`src/rtl/fifo_ram.sv`:
```
// rtl/fifo_ram.sv - first-word-fall-through FIFO on a memory array; optional FIFO_RAM_EMPTY_COUNT_EN adds OutEmptyCount
module fifo_ram #(
    parameter int Width     = 32,
    parameter int Buffering = 16,
    parameter int CntWidth  = $clog2(Buffering + 1)
) (
    input  logic                Clock,
    input  logic                Reset,
    input  logic [Width-1:0]    InData,
    input  logic                InValid,
    output logic                InAccept,
    output logic [CntWidth-1:0] OutFullCount,
`ifdef FIFO_RAM_EMPTY_COUNT_EN
    output logic [CntWidth-1:0] OutEmptyCount,
`endif
    output logic [Width-1:0]    OutData,
    output logic                OutSend,
    input  logic                OutReady
);

    // A depth of 1 still needs a one-bit pointer to index the array.
    localparam int PtrWidth = (Buffering > 1) ? $clog2(Buffering) : 1;
    localparam logic [PtrWidth-1:0] LastPtr  = PtrWidth'(Buffering - 1);
    localparam logic [CntWidth-1:0] FullCnt  = CntWidth'(Buffering);

    logic [Width-1:0]    r_mem [Buffering];
    logic [PtrWidth-1:0] r_wr_ptr;
    logic [PtrWidth-1:0] r_rd_ptr;
    logic [CntWidth-1:0] r_count;

    logic                w_push;
    logic                w_pop;
    logic [PtrWidth-1:0] w_wr_ptr_next;
    logic [PtrWidth-1:0] w_rd_ptr_next;

    // Handshakes depend only on registered occupancy, so a full FIFO never passes through.
    always_comb begin
        InAccept      = (r_count != FullCnt);
        OutSend       = (r_count != '0);
        w_push        = InValid && InAccept;
        w_pop         = OutSend && OutReady;
        w_wr_ptr_next = (r_wr_ptr == LastPtr) ? '0 : r_wr_ptr + 1'b1;
        w_rd_ptr_next = (r_rd_ptr == LastPtr) ? '0 : r_rd_ptr + 1'b1;
    end

    assign OutFullCount = r_count;
    assign OutData      = r_mem[r_rd_ptr];
`ifdef FIFO_RAM_EMPTY_COUNT_EN
    assign OutEmptyCount = FullCnt - r_count;
`endif

    // Array write port; contents survive reset since OutSend masks stale data.
    always_ff @(posedge Clock) begin
        if (w_push) begin
            r_mem[r_wr_ptr] <= InData;
        end
    end

    // Pointers wrap explicitly at Buffering-1 so non-power-of-two depths work.
    always_ff @(posedge Clock) begin
        if (Reset) begin
            r_wr_ptr <= '0;
            r_rd_ptr <= '0;
            r_count  <= '0;
        end else begin
            if (w_push) begin
                r_wr_ptr <= w_wr_ptr_next;
            end
            if (w_pop) begin
                r_rd_ptr <= w_rd_ptr_next;
            end
            case ({w_push, w_pop})
                2'b10:   r_count <= r_count + 1'b1;
                2'b01:   r_count <= r_count - 1'b1;
                default: r_count <= r_count;
            endcase
        end
    end

endmodule

```
`config.mk`:
```
export PLATFORM = sky130hd
export DESIGN_NAME = fifo_ram
export DESIGN_NICKNAME = d
export VERILOG_FILES = /design/src/rtl/fifo_ram.sv
export SDC_FILE = /design/constraint.sdc
export NUM_CORES = 1
export LEC_CHECK = 0
export ABC_AREA = 1
export BUFFER_PORTS_ARGS = -buffer_cell sky130_fd_sc_hd__buf_2
export CAP_MARGIN = 5
export CORE_UTILIZATION = 40
export DETAILED_ROUTE_END_ITERATION = 10
export PLACE_DENSITY_LB_ADDON = 0.05
export SLEW_MARGIN = 20
export SYNTH_ARGS = -nofsm -noshare
export SYNTH_HDL_FRONTEND = slang
export SYNTH_SLANG_ARGS = --single-unit
```
`constraint.sdc`:
```
create_clock -name Clock -period 5 [get_ports Clock]
set_input_delay 0.25 -clock Clock [delete_from_list [all_inputs] [get_ports Clock]]
set_output_delay 0.25 -clock Clock [all_outputs]
set_load 0.005 [all_outputs]
```
-- After elaboration in Yosys (flattened, before gate mapping)
Memory sizes are Yosys's and may differ from the RTL's. A register that Yosys moved wholly into a read port is not among the register bits.
Cells that the tools add are included.
- flip-flop bits (word level): 13
- memory bits (writable): 512
- bits of input ports: 36
- output and inout port bits: 39
- logic and storage cells: 24
- memories kept: 1
- memories (memory ; depth ; bits a word ; rd ports ; clocked after Yosys merged registers in ; write ports ; RTL line ; source):
    r_mem ; 16 ; 32 ; 1 ; 1 ; 1 ; 26 ; logic [Width-1:0] r_mem [Buffering];
- add/subtract/negate cells: 4
- eq/ne operators: 5
- muxes and demuxes: 7
- reduce and logical (&&, ||, !) cells: 4
- operator list (cell ; number):
    $mux W4 ; 4
    $pmux W5 S2 ; 1
    $add A4 B1 Y4 const B ; 2
    $eq A4 B4 Y1 const B ; 2
    $add A5 B1 Y5 const B ; 1
    $ne A5 B5 Y1 const B ; 1
    $reduce_bool A5 Y1 ; 1
    $sub A5 B1 Y5 const B ; 1
    $eq A2 B1 Y1 const B ; 1
    $eq A2 B2 Y1 const B ; 1
    $logic_and A1 B1 Y1 ; 2
    $mux W1 ; 2
    $reduce_bool A2 Y1 ; 1

-- Longest topological paths before layout
- word-level depth: 4
- mapped depth: 17

-- Worst setup path before layout
Ideal clock, no wire load.
- path type: reg-to-reg
- start: register r_count[0], in the netlist OutFullCount[0]
- end: memory r_mem[7][0], enable pin
- setup time: 461 ps
- arrival time: 3194 ps
- data required time: 4539 ps
- path slack: 1345 ps
- stages on the path, launching flop included: 7
- buffers on the path: 0
- cell sequence: dfxtp_1 > inv_1 > nand4_1 > nand2_2 > inv_1 > nand2_1 > nor3_1
- word-level cells in the longest chain between the ends: 4
- RTL lines (item ; RTL line ; source):
    start, declared ; 29 ; logic [CntWidth-1:0] r_count;
    start signal, assigned ; 73 ; 2'b10: r_count <= r_count + 1'b1;
    start signal, assigned ; 74 ; 2'b01: r_count <= r_count - 1'b1;
    start signal, assigned ; 75 ; default: r_count <= r_count;
    $ne A5 B5 Y1 ; 38 ; InAccept = (r_count != FullCnt);
    net InAccept ; 11 ; output logic InAccept,
    $logic_and A1 B1 Y1 ; 40 ; w_push = InValid && InAccept;
    $mux W1 ; 54 ; if (w_push) begin
    $mux W1 (implied by the code) ; 55 ; r_mem[r_wr_ptr] <= InData;
    end, declared ; 26 ;
The timed path passes the listed nets, and every way through them passes these cells.

==> metrics.md <==
| Metric | Value |
|---|---|
| Antenna Violating Nets Remaining | 0 |
| Cell taking the most area after synthesis | edfxtp_1 |
| Worst setup SP type | flop |
| Post_cts resized | 0 |
| Relative slew margins | 28.4% |
| Post-CTS Setup Inserts | 0 |
| CP max stage cell | inv_2 |
| Crit. End Element | output port |
| Top-area cell type share of the netlist area | 70.1% |
| Number of synthesized flops with an enable pin | 512 |
| Routed length per placed instance | 21.5 um |
| P per Cell Area | 474 nW/um2 |
| Clock buffer count from CTS | 58 |
| Minimum clock period | 3.24 ns |
| Int Power | 8170 uW |
| YS warnings | 0 |
| Num Clock Sinks | 529 |
| Worst path cell trace | inv_2, buf_4, nand3_1, nand3_1, nand2_1, buf_2 |
| First DRT Iteration DRCs | 919 |
| CTS tree | done |
| Initial cell density of the core | 40.6% |
| Ys flop type | edfxtp_1 |
| Netlist Area Pre-Place | 21900 um2 |
| Endpoints failing setup | 0 |
| Filler instances | 4912 |
| GRT Total Usage | 19.8% |
| Final cell utilization of the core | 45.8% |
| Switching pwr | 3570 uW |
| Most frequent cells in the layout | edfxtp_1, inv_1, nand3_1, nand2_1, o211ai_1 |
| Post-Syn Nets | 1797 |
| Critical path class | reg2out |
| Area grow syn2layout | 13.0% |
| Max frequency | 309 MHz |
| Clock Root Buffer | clkbuf_16 |
| Via/cell ratio | 5.09 |
| Vias in the first global route | 12861 |
| Comb power frac | 21.5% |
| Net Sw Frac | 30.4% |
| Share of cells above drive strength 1 | 12.0% |
| Cell repeated most along the worst path | nand3_1 |
| Gr ovfl total | 0 |
| Fin cells | 2552 |
| First-pass GRT wire length | 82300 um |
| Vias | 12993 |
| Worst Path Buf+Inv | 3 |
| Setup TNS | 0 ns |
| GP Congestion | 0.780 |
| FP Rows | 85 |
| # port buffers | 74 |
| Worst hold path type | in2reg |
| Final Cycle Share | 64.8% |
| Worst-skew pair later-pin latency | 0.61 ns |
| Clk_skew | 0.0207 ns |
| Worst path arrival time | 2.99 ns |
| Post-synthesis sequential area ratio | 71.7% |
| # nets final | 1853 |
| Slew Limit Fails | 0 |
| Placed Area | 22900 um2 |
| Flop pwr share | 44.1% |
| Hold Worst Slack | 0.0563 ns |
| Initial antenna violation count | 0 |
| Max incr delay on CP | 0.79 ns |
| H-tree depth | 2 |
| Async S/R FF share, synth | 0% |
| Max clock buf depth | 3 |
| Final Cell Area | 24800 um2 |
| Hold buffers post-CTS | 1 |
| Pin count of the biggest net entering global routing | 179 |
| Max Fanout on Critical Path | 40 |
| Worst-Margin Slew | 1.07 ns |
| Routed WL | 54800 um |
| Synthesized instance count | 1753 |
| Worst EP required | 4.75 ns |
| Syn avg cell area | 12.5 um2 |
| RSZ-0062 raised after global routing | no |
| Final hold violation count | 0 |
| I/O pin count | 75 |
| Commonest non-fill, non-tap cell in the layout | edfxtp_1 |
| Leakage | 0.00883 uW |
| Die H | 236 um |
| Inserted Diodes | 0 |
| Die Width | 236 um |
| Core area | 54000 um2 |
| DRC errors left | 0 |
| DP HPWL | 31700 um |
| Library cells used by synthesis | 26 |
| Clock share of power | 34.4% |
| DR pass1 iterations | 5 |
| Max Cap Viol | 0 |
| CTS clk-pin slew, worst paths | 0.06 ns |
| Synth area leaders | edfxtp_1, inv_1, nand3_1 |
| Outcome | completed |
| Worst vdd ir | 296 uV |
| Crit-path leading delay family | buffers and inverters |
| Synth Register Bits | 529 |
| Die ar. | 55800 um2 |
| Placed instance count | 2442 |
-- power by group through the flow --
stage	clock network, uW	registers (uW)	logic [uW]
floorplan	0	5150	1940
global placement	0	5270	2550
detailed placement	0	5270	2570
CTS	4150	5180	2580
global route	4320	5200	2830
finish	4040	5170	2530
-- kinds of logic (layout without fill, tap and decap cells) --
family	count (synthesis)	in the layout	share of synthesized area (%)
flip-flops	529	529	71.7
AND/OR/NAND/NOR	430	430	8.58
AO/OA/AOI/OAI	401	401	11.0
buffers and inverters	381	484	8.16
adder cells (fa/ha/maj)	8	8	0.457
XOR/XNOR	4	4	0.160
-- metrics by stage --
step	total power (uW)	worst slack (ns)
floorplan	7100	1.34
global placement	7820	2.27
detailed placement	7840	2.31
CTS	11900	1.65
global route	12300	1.53
finish	11700	1.76
-- final cells by class --
class	instances	area, um2	share of cell area, %
timing repair buffer	101	808	3.26
clock buffer	71	1520	6.14
multi-input combinational	843	4540	18.3
clock inverter	36	263	1.06
sequential	529	15700	63.5
tap	696	871	3.52
inverter	276	1040	4.18
-- Yosys cell counts, drive strengths merged (3+ instances only) --
cell	number
edfxtp	512
inv	276
nand3	202
nand2	193
o21ai	137
a21oi	136
o211ai	128
buf	76
clkbuf	29
nor2	29
dfxtp	17
ha	8
nor3	3
-- per-layer routing --
layer | wire [um] | up-vias | share of wire [%] | track usage [%]
li1 | - | 6337 | - | -
met1 | 25000 | 6318 | 46 | 26.8
met2 | 26100 | 246 | 48 | 32.5
met3 | 1910 | 92 | 3.5 | 2.59
met4 | 1760 | 0 | 3.2 | 7.50
met5 | 0 | - | 0 | 0
-- worst paths after layout --
check / startpoint / endpoint / slack (ns) / cells past startpoint
worst min-delay path: InData[4] / r_mem[13][4] / 0.06 / 1
worst max-delay path: flop / OutData[24] / 1.76 / 6
worst max register to register: OutFullCount[0] / r_mem[13][11] / 2.42 / 6
worst min register to register: OutFullCount[0] / OutFullCount[0] / 0.52 / 1
-- worst register-to-register path: stages, from the launching register on --
cell	delay [ns]
dfxtp_1	0.41
inv_1	0.09
nand4_1	0.12
nand2_2	0.18
inv_1	0.23
nand2_1	0.27
nor2_4	0.86
-- state kept, by name (all words and copies together), names as in the netlist, named ones only --
signal and cells:
OutFullCount 5, r_rd_ptr 4, r_wr_ptr 4, r_mem 512
(Power assumes the default switching activity.)
